[config.mk]
export PLATFORM = sky130hd
export DESIGN_NAME = btn_conditioner
export DESIGN_NICKNAME = d
export VERILOG_FILES = /design/src/rtl/btn_cond_pkg.sv /design/src/rtl/btn_channel.sv /design/src/rtl/btn_conditioner.sv
export SDC_FILE = /design/constraint.sdc
export NUM_CORES = 1
export LEC_CHECK = 0
export CORE_MARGIN = 5
export CORE_UTILIZATION = 29
export CTS_CLUSTER_SIZE = 28
export DETAILED_ROUTE_END_ITERATION = 7
export GPL_TIMING_DRIVEN = 0
export PLACE_DENSITY = 0.5
export SYNTH_ARGS = -nofsm -noshare
export SYNTH_HDL_FRONTEND = slang
export SYNTH_SLANG_ARGS = --single-unit
[constraint.sdc]
create_clock -name clk -period 3 [get_ports clk]
set_input_delay 0.6 -clock clk [delete_from_list [all_inputs] [get_ports clk]]
set_output_delay 0.6 -clock clk [all_outputs]
set_load 0.1 [all_outputs]
[src/rtl/btn_cond_pkg.sv]
// rtl/btn_cond_pkg.sv - shared edge-mode encoding and counter width helper
package btn_cond_pkg;

  typedef enum logic [1:0] {
    MODE_RISE   = 2'd0,
    MODE_FALL   = 2'd1,
    MODE_BOTH   = 2'd2,
    MODE_REPEAT = 2'd3
  } edge_mode_e;

  // Bits needed to count 0..n-1, never narrower than one bit.
  function automatic int cnt_w(input int n);
    int w;
    w = $clog2(n);
    return (w < 1) ? 1 : w;
  endfunction

endpackage

[src/rtl/btn_channel.sv]
// rtl/btn_channel.sv - one button: synchroniser, debounce, edge trigger, long-press and repeat
module btn_channel
  import btn_cond_pkg::*;
#(
  parameter int DEBOUNCE_CYC = 1000000,
  parameter int HOLD_CYC     = 100000000,
  parameter int REPEAT_CYC   = 20000000
) (
  input  logic       clk,
  input  logic       rst,
  input  logic       i_btn,
  input  logic [1:0] i_edge_mode,
  output logic       o_level,
  output logic       o_trig,
  output logic       o_long
);

  localparam int DW = cnt_w(DEBOUNCE_CYC);
  localparam int HW = cnt_w(HOLD_CYC);
  localparam int RW = cnt_w(REPEAT_CYC);
  localparam logic [DW-1:0] D_LAST = DW'(DEBOUNCE_CYC - 1);
  localparam logic [HW-1:0] H_LAST = HW'(HOLD_CYC - 1);
  localparam logic [RW-1:0] R_LAST = RW'(REPEAT_CYC - 1);

  logic          r_sync0;
  logic          r_sync1;
  logic          r_level;
  logic [DW-1:0] r_dcnt;
  logic [HW-1:0] r_hcnt;
  logic [RW-1:0] r_rcnt;
  logic          r_long_done;
  logic          r_trig;
  logic          r_long;

  logic w_accept;
  logic w_rise;
  logic w_fall;
  logic w_long_hit;
  logic w_rep_hit;
  logic w_trig;

  // A level change is accepted on the edge the mismatch count reaches its limit.
  assign w_accept   = (r_sync1 != r_level) && (r_dcnt == D_LAST);
  assign w_rise     = w_accept &  r_sync1;
  assign w_fall     = w_accept & ~r_sync1;
  // Release on the same edge wins over both long-press and repeat.
  assign w_long_hit = r_level & ~w_fall & ~r_long_done & (r_hcnt == H_LAST);
  assign w_rep_hit  = r_level & ~w_fall & r_long_done & (r_rcnt == R_LAST);

  // Trigger selection uses the mode sampled on this very edge.
  always_comb begin
    w_trig = 1'b0;
    case (i_edge_mode)
      MODE_RISE:   w_trig = w_rise;
      MODE_FALL:   w_trig = w_fall;
      MODE_BOTH:   w_trig = w_rise | w_fall;
      MODE_REPEAT: w_trig = w_rise | w_rep_hit;
      default:     w_trig = 1'b0;
    endcase
  end

  // Two-stage synchroniser for the asynchronous pin.
  always_ff @(posedge clk or negedge rst) begin
    if (!rst) begin
      r_sync0 <= 1'b0;
      r_sync1 <= 1'b0;
    end else begin
      r_sync0 <= i_btn;
      r_sync1 <= r_sync0;
    end
  end

  // Debounce: any return to the current level restarts the stability count.
  always_ff @(posedge clk or negedge rst) begin
    if (!rst) begin
      r_level <= 1'b0;
      r_dcnt  <= '0;
    end else if (r_sync1 == r_level) begin
      r_dcnt  <= '0;
    end else if (w_accept) begin
      r_level <= r_sync1;
      r_dcnt  <= '0;
    end else begin
      r_dcnt  <= r_dcnt + DW'(1);
    end
  end

  // Hold counter runs until long-press fires, then the repeat counter takes over.
  always_ff @(posedge clk or negedge rst) begin
    if (!rst) begin
      r_hcnt      <= '0;
      r_rcnt      <= '0;
      r_long_done <= 1'b0;
    end else if (w_rise || w_fall || !r_level) begin
      r_hcnt      <= '0;
      r_rcnt      <= '0;
      r_long_done <= 1'b0;
    end else if (!r_long_done) begin
      if (w_long_hit) begin
        r_long_done <= 1'b1;
        r_rcnt      <= '0;
      end else begin
        r_hcnt      <= r_hcnt + HW'(1);
      end
    end else if (r_rcnt == R_LAST) begin
      r_rcnt <= '0;
    end else begin
      r_rcnt <= r_rcnt + RW'(1);
    end
  end

  // Registered one-cycle pulses.
  always_ff @(posedge clk or negedge rst) begin
    if (!rst) begin
      r_trig <= 1'b0;
      r_long <= 1'b0;
    end else begin
      r_trig <= w_trig;
      r_long <= w_long_hit;
    end
  end

  assign o_level = r_level;
  assign o_trig  = r_trig;
  assign o_long  = r_long;

endmodule

[src/rtl/btn_conditioner.sv]
// rtl/btn_conditioner.sv - multi-channel push-button front end
module btn_conditioner
  import btn_cond_pkg::*;
#(
  parameter int WIDTH        = 4,
  parameter int DEBOUNCE_CYC = 1000000,
  parameter int HOLD_CYC     = 100000000,
  parameter int REPEAT_CYC   = 20000000
) (
  input  logic             clk,
  input  logic             rst,
  input  logic [WIDTH-1:0] btn,
  input  logic [1:0]       edge_mode,
  output logic [WIDTH-1:0] btn_level,
  output logic [WIDTH-1:0] btn_trig,
  output logic [WIDTH-1:0] btn_long
);

  // Independent channels sharing one global edge mode.
  for (genvar g = 0; g < WIDTH; g++) begin : g_ch
    btn_channel #(
      .DEBOUNCE_CYC (DEBOUNCE_CYC),
      .HOLD_CYC     (HOLD_CYC),
      .REPEAT_CYC   (REPEAT_CYC)
    ) u_ch (
      .clk         (clk),
      .rst         (rst),
      .i_btn       (btn[g]),
      .i_edge_mode (edge_mode),
      .o_level     (btn_level[g]),
      .o_trig      (btn_trig[g]),
      .o_long      (btn_long[g])
    );
  end

endmodule

[After elaboration in Yosys (flattened, before gate mapping)]
Cells that the tools add are included.
Word-level totals
  output and inout bits: 12
  logic and storage cells: 212
  register bits after elaboration: 312
  input bits: 8
Operators by class
  reduce and logical (&&, ||, !) cells: 29
  bitwise logic cells: 52
  add/sub/neg operators: 12
  equal/unequal tests: 31
  mux-type cells: 52
Operators by type and width (count)
  two-way mux 25 bit: 16
  two-way mux 27 bit: 12
  two-way mux 20 bit: 8
  adder 27 x 1 -> 27 bit (second input constant): 4
  == test 27 bit (second input constant): 4
  adder 25 x 1 -> 25 bit (second input constant): 4
  == test 25 bit (second input constant): 4
  adder 20 x 1 -> 20 bit (second input constant): 4
  == test 20 bit (second input constant): 4
  bitwise AND 1 bit: 28
  != test 2 bit (second input constant): 8
  NOT 1 bit: 16
  case mux 1 bit (4 select lines): 4
  AND reduction 2 bit: 8
  two-way mux 1 bit: 12
  nonzero test 3 bit: 4
  logical OR 1 bit: 8
  OR 1 bit: 8
  == test 1 bit: 4
  == test 2 bit (second input constant): 2
  logical AND 1 bit: 4
  zero test 1 bit: 4
  != test 1 bit: 4
  == test 2 x 1 -> 1 bit (second input constant): 1
  zero test 2 bit: 1

[Depth between registers and ports, before layout]
Gate-level depths: netlist of run 1.
  depth in word-level cells: 10
  gate-level depth with buffers: 9
  depth with buffers taken out: 6

[Hierarchy]
Synthesis of run 1 repeated with hierarchy kept, for this count alone.
Unflattened totals
  cell total of the unflattened synthesis: 1928
  area total of the unflattened synthesis: 17621.9 sq um
Modules (own cells, without submodules)
  btn_channel: instances 4, cells each 482, seq. area each 1951.9 sq um, area an instance 4405.5 sq um

[Worst setup path after synthesis of run 1]
Ideal clock, no wire load.
  path type: register -> register
  start point: register g_ch[3].u_ch.r_rcnt[0]
  end point: register g_ch[3].u_ch.r_rcnt[11]
  path buffers: 2
  library setup time: 129 ps
  period minus slack after synthesis: 2137 ps
  cell stages (with the launch flop): 9
  arrival time: 2008 ps
  required time: 2871 ps
  path slack: 863 ps
  cell sequence: dfrtp_1 ha_1 and4_1 nand4_1 o31a_1 buf_2 buf_1 a21oi_1 o32ai_1
Between the ends
  longest elaborated chain between the ends: 4
  elaborated cells between the ends (all ways): 5
  those cells by class: add/sub: 1; eq/ne: 1; mux: 3
RTL lines
  start, declared: RTL line btn_channel.sv:30  | logic [RW-1:0] r_rcnt;
  start signal, assigned: RTL line btn_channel.sv:108  | r_rcnt <= r_rcnt + RW'(1);
  adder 25 x 1 -> 25 bit or == test 25 bit (tied branches): RTL line btn_channel.sv:108, btn_channel.sv:105
  two-way mux 25 bit (*): RTL line btn_channel.sv:105  | end else if (r_rcnt == R_LAST) begin
  two-way mux 25 bit (*): RTL line btn_channel.sv:98  | end else if (!r_long_done) begin
  two-way mux 25 bit (*): RTL line btn_channel.sv:94  | end else if (w_rise || w_fall || !r_level) begin
Every way passes the cells marked *; elsewhere a longest branch is shown, timed or not.
A chain may end at the register's enable or synchronous reset.

[Worst setup path after layout of run 1]
  start point: register g_ch[0].u_ch.r_level
  end point: output port btn_level[0]
RTL lines
  start, declared: RTL line btn_channel.sv:27  | logic r_level;
  start signal, assigned: RTL line btn_channel.sv:81  | r_level <= r_sync1;
  end, declared: RTL line btn_conditioner.sv:14  | output logic [WIDTH-1:0] btn_level,
No word-level cell between the ends.

==> metrics.yaml, run 1 <==
outcome:
  outcome: "complete, no violations"
route:
  vias: 14300
  wl_per_cell_um: 16.1
  drt-initial-drc-count: 981
  post-route-drc-count: 0
  ant_nets: 0
  viasPerCell: 5.31
  dr.pass1.iters: 5
  wl_mm: 43.4
global_route:
  grt_pass1_vias: 13900
  grt_pass1_wl_mm: 73.3
  grt.busiest_layer: "met2"
  grt_use_met1: 0.197
  grt_overflow: 0
  track_usage: 0.136
  grt_max_degree: 90
  met3_usage: 0.0207
  grt_use_met2: 0.210
  antenna_found_initial: 0
setup_path:
  arrival_ns: 2.26
  crit_type: "flop to output port"
  r2r-end: "g_ch[3].u_ch.r_rcnt[11]"
  crit_required_ns: 2.40
  cp_slowest_cell: "clkdlybuf4s50_1"
  cp-end-kind: "output port"
  rr_startpoint: "g_ch[3].u_ch.r_rcnt[0]"
  critPathMaxFanout: 4
  ff2ff_path_depth: 8
  r2r_slack_ns: 0.30
  critPathLaunchType: "flop"
  critPathMaxStageDelay_ns: 1.13
  crit_chain: "buf_4 > clkdlybuf4s50_1"
sta:
  final-max-slew-violation-count: 0
  finClkSkew_ns: 0.0221
  fmax_ghz: 0.349
  fin_crit_sh: 0.954
  setup_slack_ns: 0.137
  slew-limit-headroom: 0.133
  hold_viol: 0
  rsz0062_at_grt: "no"
  worstMarginPinSlew_ns: 1.29
  period_minus_slack_ns: 2.86
  setup_tns_ns: 0
  setup_viol: 0
clock_network:
  cts_buffers: 39
  cts_buffer_depth: 3
  postCtsSetupBuffers: 0
  clkSinkCount: 312
  clk_pin_slew_worst_paths_ns: 0.06
  cts_tree: "built"
  worst_skew_pair.late_latency_ns: 0.56
  htreeDepth: 2
  root_buffer: "clkbuf_16"
placed_design:
  io_buffers: 18
  dp_slack_ns: 0.243
  dp_hpwl_mm: 28.8
  placed_area_sq_um: 18100
  gp_congestion: 0.835
pwr:
  total_leakage_power_nw: 7.25
  vdd_drop_max_mv: 0.354
  power_w: 0.00921
  power.density_nw_per_um2: 474
synth:
  synth_area_sq_um: 16900
  synth-edff-count: 0
  synth_top_family_by_area: "simple AND/OR/NAND/NOR gates"
  syn_nets: 1853
  yosysWarnings: 0
  synthSimpleGateAreaFrac: 0.295
  ys_types: 78
  synth.avg_cell_area_sq_um: 9.21
  async_reset_ff_frac: 1.00
  synth_most_common_cell: "dfrtp_1"
  synth_cells: 1833
  yosysSeqAreaShare: 0.462
  synth.largest_area_cell: "dfrtp_1"
  synth-xor-area-share: 0.0716
  synth_ff_type: "dfrtp_1"
  synthMuxAreaShare: 0.00237
  ys_top_cells_by_count: "dfrtp_1, nor2_1, nand3_1, nand2_1, xnor2_1"
  ys_ff_latch: 312
  synth_top_area_share: 0.462
  synth_area_leaders: "dfrtp_1, nand3_1, xnor2_1"
  synth_compound_area_frac: 0.124
  yosys.area_share.adder: 0.00889
hold_path:
  hold-path-endpoint: "g_ch[3].u_ch.r_sync1"
  hold_class: "flop to flop"
  hold_depth: 0
  worstHoldStart: "g_ch[3].u_ch.r_sync0"
floorplanning:
  core_region_area_sq_um: 57700
  die_area_sq_um: 63100
  ios: 20
  fp.dieH_um: 251
  start_util: 0.293
  num_rows: 88
  fp.dieW_um: 251
finish:
  final_nets: 1916
  finalInstanceArea_sq_um: 19400
  final_core_util: 0.336
  antennaDiodeCount: 0
  nFillCells: 5992
  syn2layout_area_growth_pct: 15.0
  drive_gt1_frac: 0.0811
flow_run:
  cap_violations: 0
## kinds of logic (layout without fill, tap and decap cells)
kind of cell | count (synthesis) | count (layout)
DFF | 312 | 312
xor gates and xnor gates | 138 | 138
and+or+nand+nor | 931 | 931
buffers and inverters | 128 | 219
adders and majority gates | 12 | 12
muxes | 4 | 4
AOI/OAI and AO/OA | 308 | 308
## final cells by class
type / instances / area [sq um] / share of cell area
sequential: 312 / 7810 / 0.402
timing repair buffer: 22 / 278 / 0.0143
clock buffer: 54 / 1120 / 0.0579
clock inverter: 15 / 165 / 0.00851
multi-input combinational: 1393 / 8490 / 0.437
tap: 765 / 957 / 0.0493
buffer: 101 / 492 / 0.0253
inverter: 27 / 101 / 0.00522
## critical path, delay by kind of cell, from the launching register on
family / cells / cell delay (ns)
buf+inv: 2 / 1.27
flops: 1 / 0.44
## per-stage QoR
stage,std cells,hold WS (ns)
after floorplan,1833,0.304
after global placement,2616,0.337
after detailed placement,2619,0.339
after CTS,2689,0.354
after global routing,2689,0.357
final,2689,0.348
## state kept, by name, indices dropped and copies added (netlist names)
signal                 cells
g_ch.u_ch.r_hcnt         108
g_ch.u_ch.o_long           4
g_ch.u_ch.r_dcnt          80
g_ch.u_ch.r_sync1          4
g_ch.u_ch.r_sync0          4
g_ch.u_ch.o_trig           4
g_ch.u_ch.r_rcnt         100
g_ch.u_ch.o_level          4
g_ch.u_ch.r_long_done      4
## placed cells by master (no fill, tap or decap), drive strengths merged, types with 20 or more instances in the layout
master / Yosys / final
xnor2: 85 / 85
and3: 45 / 45
o211ai: 30 / 30
a31oi: 76 / 76
nand3: 159 / 159
and2: 20 / 20
xor2: 53 / 53
nand2: 160 / 160
a21oi: 58 / 58
nor4: 42 / 42
buf: 59 / 63
dfrtp: 312 / 312
o21ai: 47 / 47
nor3: 50 / 50
nand4: 78 / 78
and4: 32 / 32
nor2: 189 / 189
nand3b: 25 / 25
or4: 26 / 26
inv: 27 / 28
clkbuf: 42 / 96
or3: 37 / 37
## how the worst max path moves through the flow
| stage | startpoint | endpoint | slack [ns] |
|---|---|---|---|
| after floorplan | g_ch[3].u_ch.r_rcnt[0] | g_ch[3].u_ch.r_rcnt[11] | 0.86 |
| after global placement | rst | g_ch[3].u_ch.r_hcnt[7] | -13.20 |
| after detailed placement | g_ch[3].u_ch.r_hcnt[0] | g_ch[3].u_ch.r_rcnt[17] | 0.24 |
| after CTS | g_ch[1].u_ch.o_level | btn_level[1] | 0.05 |
| after global routing | g_ch[3].u_ch.r_hcnt[9] | g_ch[3].u_ch.r_hcnt[7] | 0.004 |
| final | g_ch[0].u_ch.o_level | btn_level[0] | 0.14 |
## layer usage
layer  wire length [um]  vias to the layer above
met4                945                        0
li1                   -                     6944
met2              19200                      256
met3               1550                       61
met5                  0                        -
met1              21600                     7011
## power by group
part           internal [W]  switching [W]  total (W)  leakage, nW
logic             0.0000426       0.000130   0.000172         2.27
clock network       0.00287        0.00191    0.00479        0.644
registers           0.00423      0.0000175    0.00425         4.33
## timing repair
action                     4_1_cts  5_1_grt
hold buffers                     1        0
hold endpoints to repair        53        0
setup endpoints to repair        0       10
gates resized for setup          0        1
(Power assumes the default switching activity.)
==> run 2: changes to the inputs <==
--- a/config.mk
+++ b/config.mk
@@ -7,7 +7,7 @@
 export LEC_CHECK = 0
 export CORE_MARGIN = 5
 export CORE_UTILIZATION = 29
-export CTS_CLUSTER_SIZE = 28
+export CTS_CLUSTER_SIZE = 25
 export DETAILED_ROUTE_END_ITERATION = 7
 export GPL_TIMING_DRIVEN = 0
 export PLACE_DENSITY = 0.5
==> results of run 2 <==
Final layout, timing and power as in run 1 (identical DEF).
